## config.mk

```make
export PLATFORM = sky130hd
export DESIGN_NAME = wb_reg_file
export DESIGN_NICKNAME = d
export VERILOG_FILES = /design/src/rtl/cpu_pkg.sv /design/src/rtl/wb_read_port.sv /design/src/rtl/wb_reg_file.sv
export SDC_FILE = /design/constraint.sdc
export NUM_CORES = 1
export LEC_CHECK = 0
export CAP_MARGIN = 25
export CORE_ASPECT_RATIO = 1.25
export CORE_MARGIN = 4
export CORE_UTILIZATION = 40
export DETAILED_ROUTE_END_ITERATION = 8
export PLACE_DENSITY = 0.64
export SLEW_MARGIN = 10
export SYNTH_ARGS = -nofsm -noshare
export SYNTH_HDL_FRONTEND = slang
export SYNTH_SLANG_ARGS = --single-unit
```

## constraint.sdc

```tcl
create_clock -name clk -period 1.4 [get_ports clk]
set_input_delay 0.21 -clock clk [delete_from_list [all_inputs] [get_ports clk]]
set_output_delay 0.21 -clock clk [all_outputs]
set_load 0.02 [all_outputs]
```

## src/rtl/cpu_pkg.sv

```systemverilog
// Shared core definitions: datapath widths and the EX/WB bundle layout
// {reg_write, data, rd} used by both the EX/WB register and the writeback stage.
package cpu_pkg;

    localparam int DATA_W   = 8;
    localparam int ADDR_W   = 3;
    localparam int NUM_REGS = 1 << ADDR_W;
    localparam int WB_BUS_W = 12;

    localparam int WE_BIT   = 11;
    localparam int DATA_MSB = 10;
    localparam int DATA_LSB = 3;
    localparam int RD_MSB   = 2;
    localparam int RD_LSB   = 0;

    typedef struct packed {
        logic              we;
        logic [DATA_W-1:0] data;
        logic [ADDR_W-1:0] rd;
    } wb_bundle_t;

    function automatic wb_bundle_t wb_unpack(input logic [WB_BUS_W-1:0] bus);
        wb_bundle_t b;
        b.we   = bus[WE_BIT];
        b.data = bus[DATA_MSB:DATA_LSB];
        b.rd   = bus[RD_MSB:RD_LSB];
        return b;
    endfunction

endpackage

```

## src/rtl/wb_read_port.sv

```systemverilog
// One combinational register-file read port. With WB_BYPASS_EN defined the
// port forwards the in-flight writeback data when it targets the read address.
module wb_read_port #(
    parameter int DATA_W = 8,
    parameter int ADDR_W = 3
) (
    input  logic [(DATA_W << ADDR_W)-1:0] regs_flat,
    input  logic [ADDR_W-1:0]             addr,
`ifdef WB_BYPASS_EN
    input  logic                          wb_we,
    input  logic [ADDR_W-1:0]             wb_rd,
    input  logic [DATA_W-1:0]             wb_data,
`endif
    output logic [DATA_W-1:0]             rd_data
);

    logic [DATA_W-1:0] stored;

    assign stored = regs_flat[addr * DATA_W +: DATA_W];

`ifdef WB_BYPASS_EN
    logic hit;

    // Forwarding closes the same-cycle write/read hazard without a bubble.
    assign hit = wb_we && (wb_rd == addr);

    always_comb begin
        rd_data = stored;
        if (hit) begin
            rd_data = wb_data;
        end
    end
`else
    assign rd_data = stored;
`endif

endmodule

```

## src/rtl/wb_reg_file.sv

```systemverilog
// Writeback stage + 8x8 architectural register file with two combinational
// read ports and a commit trace. Optional same-cycle forwarding: WB_BYPASS_EN.
module wb_reg_file #(
    parameter int DATA_W = 8,
    parameter int ADDR_W = 3,
    parameter int CNT_W  = 16
) (
    input  logic                         clk,
    input  logic                         reset,
    input  logic [cpu_pkg::WB_BUS_W-1:0] wb_bus,
    input  logic [ADDR_W-1:0]            rs1_addr,
    input  logic [ADDR_W-1:0]            rs2_addr,
    output logic [DATA_W-1:0]            rs1_data,
    output logic [DATA_W-1:0]            rs2_data,
    output logic                         commit_valid,
    output logic [ADDR_W-1:0]            commit_rd,
    output logic [CNT_W-1:0]             commit_count
);

    import cpu_pkg::*;

    localparam int NREG = 1 << ADDR_W;

    // There is no valid/ready handshake: every bundle with reg_write set is
    // accepted on the edge it is presented, so the stage never stalls.
    logic              wb_we;
    logic [DATA_W-1:0] wb_data;
    logic [ADDR_W-1:0] wb_rd;

    assign wb_we   = wb_bus[WE_BIT];
    assign wb_data = wb_bus[DATA_MSB:DATA_LSB];
    assign wb_rd   = wb_bus[RD_MSB:RD_LSB];

    logic [NREG-1:0][DATA_W-1:0] regs;

    // Reset wins over a simultaneous commit: the write is dropped and uncounted.
    always_ff @(posedge clk) begin
        if (!reset) begin
            regs <= '0;
        end else if (wb_we) begin
            regs[wb_rd] <= wb_data;
        end
    end

    always_ff @(posedge clk) begin
        if (!reset) begin
            commit_valid <= 1'b0;
            commit_rd    <= '0;
            commit_count <= '0;
        end else begin
            commit_valid <= wb_we;
            if (wb_we) begin
                commit_rd    <= wb_rd;
                commit_count <= commit_count + CNT_W'(1);
            end
        end
    end

    wb_read_port #(
        .DATA_W (DATA_W),
        .ADDR_W (ADDR_W)
    ) u_rs1 (
        .regs_flat (regs),
        .addr      (rs1_addr),
`ifdef WB_BYPASS_EN
        .wb_we     (wb_we),
        .wb_rd     (wb_rd),
        .wb_data   (wb_data),
`endif
        .rd_data   (rs1_data)
    );

    wb_read_port #(
        .DATA_W (DATA_W),
        .ADDR_W (ADDR_W)
    ) u_rs2 (
        .regs_flat (regs),
        .addr      (rs2_addr),
`ifdef WB_BYPASS_EN
        .wb_we     (wb_we),
        .wb_rd     (wb_rd),
        .wb_data   (wb_data),
`endif
        .rd_data   (rs2_data)
    );

endmodule

```

==> implementation parameters, run 1 <==
Parameter                              Value

Status
  Run status    complete, but fails checks
  Violations in the final reports    negative setup slack

Global routing
  Met2 Usage GRT    33.24%
  GR Util met1    24.22%
  Most crowded layer after global routing    met2
  Maximum number of pins on one net before global-route repair    25
  Gr ovfl total    0
  Number of antenna violations at the first check in global routing    0
  Number of global-route vias before repair    3670
  Met3 Track Usage GR    4.234%
  Wire length of the first global-routing pass    19270 microns
  Total GRT Usage    19.90%

Timing
  Hold_ws    0.3628 ns
  Setup WS post-layout    -0.4062 ns
  Relative max-transition margin    74.09%
  Highest achievable clock rate    553.6 MHz
  Max Clock Skew    0.005669 ns
  Final cycle utilization of the critical path    129.0%
  Setup repair after global routing missed its margin    yes
  Setup violations, final    16
  Min cycle time layout    1.806 ns
  Least-Margin Pin Slew    0.3874 ns
  Count of final max-slew check failures    0
  Final Hold Vio Count    0

Detailed routing
  Total wire length    12160 microns
  Pre-antenna DRT Iters    4
  Iteration-0 DRC Markers    237
  Post-DRT Antenna Nets    0
  WL per Instance    18.59 microns
  Total vias in the final route    3620
  Residual DRC count    0
  Vias/cell    5.535

Synthesis
  Area fraction of the dominant cell type after synthesis    38.40%
  Number of synthesis warnings    0
  Async set-or-reset flop fraction in the synthesized netlist    0%
  Cell type contributing the most total cell area after synthesis    sky130_fd_sc_hd__dfxtp_1
  Largest cells by area after synthesis    sky130_fd_sc_hd__dfxtp_1 38%, sky130_fd_sc_hd__mux4_1 9.6%, sky130_fd_sc_hd__mux4_2 8.2%
  EDFF count, synth    0
  Most used flip-flop cell after synthesis    sky130_fd_sc_hd__dfxtp_1
  Number of cells produced by synthesis    427
  Syn_nets    448
  Count of distinct cell types in the synthesized netlist    36
  Mapped cell area    4379 sq um
  Count of state elements after synthesis    84
  Syn avg cell area    10.26 sq um
  Fraction of the yosys area taken by sequential cells    38.40%

Clock tree
  Clock Tree Buf Depth    2
  Clock root buffer master    sky130_fd_sc_hd__clkbuf_16
  Clock input transition at the sequential cells of the worst setup and hold paths    0.06 ns
  Number of buffers created by CTS    9
  Sink count of the clock tree    84
  TritonCTS clock tree    yes
  H-tree depth    3
  CTS Hold Bufs    0
  Clock latency on the worst-skew pair    0.34 ns

Worst setup path
  Critical path peak fanout    3
  Kind of cell with the highest combined delay on the critical path    multiplexers
  Slowest stage delay, CP    0.49 ns
  List of cells traversed by the critical path    mux4_2 > mux2_4 > buf_6
  Crit path capture type    output pin
  Number of buffer and inverter instances along the worst setup path    1
  Max stage delay cell, worst path    sky130_fd_sc_hd__mux4_2
  Category of the worst setup path launch point    flop
  Startpoint-to-endpoint class of the critical path    reg -> out
  Required time reported for the critical path endpoint    1.19 ns
  Critical Path AT    1.60 ns

Placement
  Routability-driven placement congestion ratio    0.8016
  I/O Buffers    55
  Half-perimeter wire length of the detailed placement result    8224 microns
  Placed Instance Area    5431 sq um
  Placement-stage worst setup slack    -1.131 ns

Floorplanning
  Die H    125.0 microns
  Chip width    101.6 microns
  Number of cell rows    42
  Initial Utilization    41.05%
  Core outline area    10670 sq um
  I/O Pins    56
  Die area    12700 sq um

Pwr
  Final Power    0.005674 W
  Power density of the placed cells    965.1 nW/um^2
  Cell leakage power    2.270 nW
  Maximum VDD drop    0.5370 mV

Worst hold path
  Class of the tightest hold or removal check    in -> reg

Cells and area
  Ant diodes    0
  Final design instance area without fill    5879 sq um
  Post-synthesis to final-layout area growth    34.26%
  Final-stage net count    539
  Layout cells sized above 1    37.55%

Flow run
  Reported max-cap violation count    0
## flip-flops by register name, indices dropped and copies added, names as in the netlist
| register | count |
|---|---|
| regs | 64 |
| commit_rd | 3 |
| commit_count | 16 |
| commit_valid | 1 |
## power breakdown
| part | internal [W] | switching [W] | total, W |
|---|---|---|---|
| logic | 0.000371 | 0.000346 | 0.000717 |
| clock network | 0.00155 | 0.000930 | 0.00248 |
| registers | 0.00244 | 0.0000376 | 0.00248 |
| total | 0.00436 | 0.00131 | 0.00567 |
## area by class of cell
| cell class | count | area, sq um |
|---|---|---|
| repair buffers | 120 | 1214 |
| multi-input cells | 300 | 2450 |
| clock inverters | 5 | 76.32 |
| well taps | 132 | 165.2 |
| fillers | 948 | 4788 |
| inverters | 3 | 11.26 |
| flip-flops and latches | 84 | 1734 |
| clock buffers | 10 | 229.0 |
## worst register-to-register path: cells and delay by family (launching register included)
| kind | cells | cell delay (ns) |
|---|---|---|
| and+or+nand+nor | 2 | 0.74 |
| DFF | 1 | 0.39 |
| AOI/OAI and AO/OA | 1 | 0.15 |
## per-layer routing
metal,share of wire (%),vias to the layer above
met5,0,-
met4,2.5,0
met3,7.6,21
met2,52,123
met1,38,1777
li1,-,1699
## placed cells by master, fill, tap and decap left out, drive strengths merged, types with 11 or more instances in the layout
master	instances
mux4	32
nor2	32
clkbuf	12
mux2i	33
dlygate4sd2	22
mux2	16
buf	83
clkdlybuf4s50	11
a21oi	46
nand2	90
dfxtp	84
## path summary, 6_finish.rpt
check	start	to	cells after the start	slack, ns
worst max-delay path	regs[24]	rs2_data[0]	3	-0.41
worst min-delay path	wb_bus[2]	commit_rd[2]	3	0.36
worst max register to register	commit_count[4]	commit_count[10]	3	0.04
worst min register to register	regs[25]	regs[25]	2	0.46
## kinds of logic after synthesis
family | synth area share [%]
compound gates | 6.171
xor+xnor | 0.8001
fa+ha+maj | 0.2857
buf+inv | 5.743
flops | 38.40
mux | 30.86
simple gates | 17.74
## cells in the mapped netlist, types with 4 or more instances
cell / number
sky130_fd_sc_hd__o31ai_1: 4
sky130_fd_sc_hd__nand4_1: 6
sky130_fd_sc_hd__buf_2: 7
sky130_fd_sc_hd__clkbuf_1: 21
sky130_fd_sc_hd__or4_1: 4
sky130_fd_sc_hd__nand2b_1: 5
sky130_fd_sc_hd__nor4_1: 5
sky130_fd_sc_hd__mux4_1: 16
sky130_fd_sc_hd__mux2_4: 16
sky130_fd_sc_hd__buf_4: 6
sky130_fd_sc_hd__nand2_1: 90
sky130_fd_sc_hd__a21oi_1: 46
sky130_fd_sc_hd__mux4_2: 16
sky130_fd_sc_hd__nor2_1: 32
sky130_fd_sc_hd__mux2i_1: 33
sky130_fd_sc_hd__dfxtp_1: 84
## through the flow
| stage | TNS (ns) | cells | utilization, % |
|---|---|---|---|
| after floorplan | -0.4458 | 427 | - |
| after global placement | -41.31 | 631 | 50.91 |
| after detailed placement | -43.42 | 631 | 50.91 |
| after CTS | -6.015 | 652 | 54.59 |
| after global routing | -6.257 | 654 | 55.11 |
| final | -5.728 | 654 | 55.11 |
## timing repair
action | 4_1_cts | 5_1_grt
resized for setup | 183 | 24
cloned | 3 | 0
setup endpoints to repair | 66 | 27
setup buffers | 3 | 2
pin swaps | 2 | 2
(Power assumes the default switching activity.)
==> run 2: changes to the inputs <==
Settings changed: CORE_UTILIZATION 40 to 42, MAX_ROUTING_LAYER set to met4, PLACE_DENSITY 0.64 to 0.67.
==> implementation parameters, run 2 (same netlist as run 1, synthesis figures left out) <==
Parameter                              Value

Worst hold path
  Class of the tightest hold or removal check    in -> reg

Cells and area
  Ant diodes    0
  Max reg flops    64
  Post-synthesis to final-layout area growth    33.34%
  Registers with the most flip-flops    regs (64), commit_count (16), commit_rd (3)
  Most common library cell in the layout ignoring fill and taps    sky130_fd_sc_hd__nand2_1
  Largest register by flop count    regs
  Layout cells sized above 1    38.95%
  Area taken by flip-flops and latches    1745 sq um
  Multi-input gate area in the final layout    2460 sq um
  Final-stage net count    532
  Final design instance area without fill    5839 sq um
  Leading cell types in the layout, fill and taps excluded    89 x sky130_fd_sc_hd__nand2_1, 45 x sky130_fd_sc_hd__a21oi_1, 42 x sky130_fd_sc_hd__buf_4, 41 x sky130_fd_sc_hd__dfxtp_1, 39 x sky130_fd_sc_hd__dfxtp_2
  Count of filler cells inserted in the layout    856
  Share of the core filled with cells    57.49%

Clock tree
  Sink count of the clock tree    84
  H-tree depth    3
  Clock Tree Buf Depth    2
  Clock latency on the worst-skew pair    0.34 ns
  TritonCTS clock tree    yes
  Clock input transition at the sequential cells of the worst setup and hold paths    0.06 ns
  Clock root buffer master    sky130_fd_sc_hd__clkbuf_16
  Number of buffers created by CTS    9

Pwr
  Maximum VDD drop    0.4833 mV
  Clock group share of total power    43.3%
  Cell leakage power    2.263 nW
  Power density of the placed cells    958.7 nW/um^2
  Sw Ratio    23.73%
  Sequential fraction of design power    44.3%
  Combinational cell fraction of total power    12.3%
  Switching component of the power    0.001328 W
  Cell internal power dissipation    0.004270 W

Worst setup path
  Startpoint-to-endpoint class of the critical path    reg -> out
  Critical path peak fanout    3
  Crit path capture type    output pin
  Category of the worst setup path launch point    flop
  Critical Path AT    1.58 ns
  Required time reported for the critical path endpoint    1.19 ns

Timing
  Max Clock Skew    0.003284 ns
  Setup WS post-layout    -0.3852 ns
  Setup repair after global routing missed its margin    yes
  Final Hold Vio Count    0
  Highest achievable clock rate    560.2 MHz
  Min cycle time layout    1.785 ns
  Hold_ws    0.3565 ns
  Final cycle utilization of the critical path    127.5%
  Setup tns final    -5.785 ns
  Setup violations, final    16
  Least-Margin Pin Slew    0.3774 ns
  Relative max-transition margin    74.76%
  Count of final max-slew check failures    0

Detailed routing
  Pre-antenna DRT Iters    5
  Post-DRT Antenna Nets    0
  WL per Instance    18.57 microns
  Vias/cell    5.594
  Total wire length    11980 microns
  Total vias in the final route    3608
  Iteration-0 DRC Markers    222
  Residual DRC count    0

Placement
  Placed Instance Area    5370 sq um
  Routability-driven placement congestion ratio    0.8722
  I/O Buffers    55
  Placement-stage worst setup slack    -1.125 ns
  Half-perimeter wire length of the detailed placement result    8002 microns

Floorplanning
  Number of cell rows    41
  Core outline area    10160 sq um
  Chip width    99.33 microns
  Die area    12130 sq um
  Initial Utilization    43.11%
  Die H    122.2 microns
  I/O Pins    56

Global routing
  Total GRT Usage    21.48%
  Maximum number of pins on one net before global-route repair    25
  Wire length of the first global-routing pass    19340 microns
  Number of global-route vias before repair    3732
  Number of antenna violations at the first check in global routing    0
  Gr ovfl total    0

Flow run
  Reported max-cap violation count    0

Status
  Run status    complete, but fails checks
  Violations in the final reports    negative setup slack
==> run 2: final timing paths <==
kind         cells past startpoint          endpoint  slack, ns       startpoint
max                              3       rs1_data[3]      -0.39         regs[27]
min                              4      commit_rd[1]       0.36        wb_bus[1]
max reg2reg                      3  commit_count[10]       0.04  commit_count[3]
min reg2reg                      2          regs[25]       0.46         regs[25]
==> run 2: what timing repair did <==
action	in CTS	in global routing
setup endpoints to repair	78	61
setup buffers	1	3
hold buffers	0	0
gates resized for setup	186	30
pin swaps	1	6
gates cloned	3	0
==> run 2: critical path, stage by stage, from the launching register on <==
cell,delay (ns)
sky130_fd_sc_hd__dfxtp_2,0.33
sky130_fd_sc_hd__mux4_2,0.48
sky130_fd_sc_hd__mux2_4,0.30
sky130_fd_sc_hd__buf_6,0.13
==> run 2: cell type report <==
type | count | share of cell area [%]
Clock inverter | 4 | 0.8142
Multi-Input combinational cell | 300 | 42.13
Timing Repair Buffer | 113 | 19.82
Tap cell | 129 | 2.764
Clock buffer | 12 | 4.393
Inverter | 3 | 0.1928
Sequential cell | 84 | 29.89
==> run 2: per-layer routing <==
layer  vias to the layer above  share of wire, %  wire [microns]  track usage, %
li1                       1688                 -               -               -
met1                      1755                40            4753           25.99
met2                       138                51            6065           34.29
met3                        27               6.5             773           3.952
met4                         0               3.2             384           10.93
met5                         -                 0               0               -
==> run 2: metrics by stage <==
stage,instances,power [W]
4_1_cts,642,0.005656
3_3_place_gp,622,0.003171
6_report,645,0.005598
2_1_floorplan,427,0.002914
3_5_place_dp,622,0.003185
5_1_grt,645,0.005819
==> run 2: power groups by stage <==
stage / registers [W] / clock network [W] / logic, W
4_1_cts: 0.00248 / 0.00249 / 0.000687
3_5_place_dp: 0.00253 / 0 / 0.000653
6_report: 0.00248 / 0.00242 / 0.000691
3_3_place_gp: 0.00253 / 0 / 0.000642
5_1_grt: 0.00249 / 0.00259 / 0.000739
2_1_floorplan: 0.00254 / 0 / 0.000373
==> run 3: changes to the inputs <==
Settings changed: CTS_CLUSTER_SIZE set to 12, SYNTH_HIERARCHICAL set to 1.
==> implementation parameters, run 3 <==
Parameter                              Value

Status
  Run status    complete, but fails checks
  Violations in the final reports    negative setup slack

Detailed routing
  Pre-antenna DRT Iters    4
  WL per Instance    18.43 microns
  Total wire length    12020 microns
  Iteration-0 DRC Markers    168
  Total vias in the final route    3645
  Post-DRT Antenna Nets    0
  Vias/cell    5.590
  Residual DRC count    0

Timing
  Min cycle time layout    1.778 ns
  Setup WS post-layout    -0.3785 ns
  Max Clock Skew    0.003798 ns
  Setup violations, final    16
  Relative max-transition margin    71.84%
  Highest achievable clock rate    562.3 MHz
  Final cycle utilization of the critical path    127.0%
  Final Hold Vio Count    0
  Setup repair after global routing missed its margin    yes
  Least-Margin Pin Slew    0.4210 ns
  Hold_ws    0.3236 ns
  Count of final max-slew check failures    0

Synthesis
  Fraction of the yosys area taken by sequential cells    38.52%
  EDFF count, synth    0
  Most common cell in the synthesized netlist    sky130_fd_sc_hd__nand2_1
  Number of synthesis warnings    6
  Commonest cells in the netlist    88 x sky130_fd_sc_hd__nand2_1, 84 x sky130_fd_sc_hd__dfxtp_1, 47 x sky130_fd_sc_hd__a21oi_1, 32 x sky130_fd_sc_hd__mux2i_1, 32 x sky130_fd_sc_hd__nor2_1
  Largest cells by area after synthesis    sky130_fd_sc_hd__dfxtp_1 39%, sky130_fd_sc_hd__mux4_1 18%, sky130_fd_sc_hd__nand2_1 7.6%
  Number of cells produced by synthesis    426
  Count of state elements after synthesis    84
  Most used flip-flop cell after synthesis    sky130_fd_sc_hd__dfxtp_1
  Cell type contributing the most total cell area after synthesis    sky130_fd_sc_hd__dfxtp_1
  Syn_nets    447
  Area fraction of the dominant cell type after synthesis    38.52%
  Mapped cell area    4365 sq um
  Async set-or-reset flop fraction in the synthesized netlist    0%
  Count of distinct cell types in the synthesized netlist    38
  Syn avg cell area    10.25 sq um

Cells and area
  Registers with the most flip-flops    regs (64), commit_count (16), commit_rd (3)
  Final design instance area without fill    6011 sq um
  Layout cells sized above 1    40.73%
  Max reg flops    64
  Largest register by flop count    regs
  Share of the core filled with cells    59.48%
  Final-stage net count    539
  Most common library cell in the layout ignoring fill and taps    sky130_fd_sc_hd__nand2_1
  Ant diodes    0
  Post-synthesis to final-layout area growth    37.69%
  Leading cell types in the layout, fill and taps excluded    88 x sky130_fd_sc_hd__nand2_1, 43 x sky130_fd_sc_hd__dfxtp_1, 43 x sky130_fd_sc_hd__buf_4, 40 x sky130_fd_sc_hd__a21oi_1, 39 x sky130_fd_sc_hd__dfxtp_2

Floorplanning
  Core outline area    10110 sq um
  Die area    12100 sq um
  Chip width    99.19 microns
  Initial Utilization    43.20%
  I/O Pins    56
  Number of cell rows    41
  Die H    122.0 microns

Clock tree
  H-tree depth    3
  Number of buffers created by CTS    9
  Clock latency on the worst-skew pair    0.34 ns
  Clock root buffer master    sky130_fd_sc_hd__clkbuf_16
  Sink count of the clock tree    84
  Clock Tree Buf Depth    2
  CTS Hold Bufs    0
  Clock input transition at the sequential cells of the worst setup and hold paths    0.06 ns
  TritonCTS clock tree    yes

Global routing
  Gr ovfl total    0
  Total GRT Usage    21.32%
  Wire length of the first global-routing pass    19190 microns
  Number of antenna violations at the first check in global routing    0
  Number of global-route vias before repair    3659
  Maximum number of pins on one net before global-route repair    26

Pwr
  Cell leakage power    2.335 nW
  Power density of the placed cells    944.2 nW/um^2
  Maximum VDD drop    0.6887 mV
  Final Power    0.005675 W

Placement
  Routability-driven placement congestion ratio    0.8054
  Placement-stage worst setup slack    -1.119 ns
  I/O Buffers    55
  Half-perimeter wire length of the detailed placement result    7653 microns
  Placed Instance Area    5438 sq um

Worst setup path
  Kind of cell with the highest combined delay on the critical path    multiplexers
  Startpoint-to-endpoint class of the critical path    reg -> out
  Number of buffer and inverter instances along the worst setup path    1
  Critical path peak fanout    3
  Max stage delay cell, worst path    sky130_fd_sc_hd__mux4_2
  Critical Path AT    1.57 ns
  Crit path capture type    output pin
  Required time reported for the critical path endpoint    1.19 ns
  List of cells traversed by the critical path    mux4_2 > mux2_4 > buf_6
  Slowest stage delay, CP    0.48 ns
  Category of the worst setup path launch point    flop

Worst hold path
  Class of the tightest hold or removal check    in -> reg

Flow run
  Reported max-cap violation count    0
-- run 3: cell families (layout without fill, tap and decap cells) --
family / count (synthesis) / after routing / synth area share (%)
xor+xnor: 4 / 4 / 0.8027
mux: 80 / 80 / 30.55
buf+inv: 45 / 142 / 5.818
fa+ha+maj: 1 / 1 / 0.2866
simple gates: 158 / 158 / 17.60
flops: 84 / 84 / 38.52
compound gates: 54 / 54 / 6.420
-- run 3: final cells by class --
| class | count | area [sq um] |
|---|---|---|
| fillers | 823 | 4095 |
| multi-input cells | 297 | 2472 |
| flip-flops and latches | 84 | 1738 |
| repair buffers | 123 | 1318 |
| clock buffers | 11 | 252.7 |
| well taps | 129 | 161.4 |
| clock inverters | 5 | 57.56 |
| inverters | 3 | 11.26 |
-- run 3: per-layer routing --
layer	up-vias	global-route usage (%)	wire length, microns
met4	0	7.771	354
met1	1782	24.23	4647
met5	-	-	0
met2	127	36.76	6311
li1	1709	-	-
met3	27	4.754	701
-- run 3: timing repair --
| item | 4_1_cts | 5_1_grt |
|---|---|---|
| pin swaps | 0 | 9 |
| gates cloned | 4 | 0 |
| buffers inserted | 3 | 3 |
| setup endpoints to repair | 64 | 46 |
| gates resized for setup | 175 | 38 |
-- run 3: final timing paths --
check | start | endpoint | slack, ns | cells after the start
max | regs[44] | rs2_data[4] | -0.38 | 3
min | wb_bus[0] | commit_rd[0] | 0.32 | 4
max reg2reg | commit_count[0] | commit_count[11] | 0.02 | 5
min reg2reg | regs[41] | regs[41] | 0.46 | 2
-- run 3: through the flow --
stage,TNS [ns],std cells
2_1_floorplan,-0.6150,426
3_3_place_gp,-41.11,626
3_5_place_dp,-42.12,626
4_1_cts,-5.914,649
5_1_grt,-6.513,652
6_report,-5.738,652
-- run 3: power by group --
part / leakage (nW) / total [W] / internal [W] / switching, W
Clock: 0.152 / 0.00247 / 0.00148 / 0.000983
Combinational: 1.48 / 0.000722 / 0.000387 / 0.000335
Sequential: 0.701 / 0.00249 / 0.00245 / 0.0000413
-- run 3: tightest hold or removal path, delay by kind of cell --
family | cells | cell delay (ns)
buffers and inverters | 2 | 0.29
muxes | 1 | 0.06
and+or+nand+nor | 1 | 0.07
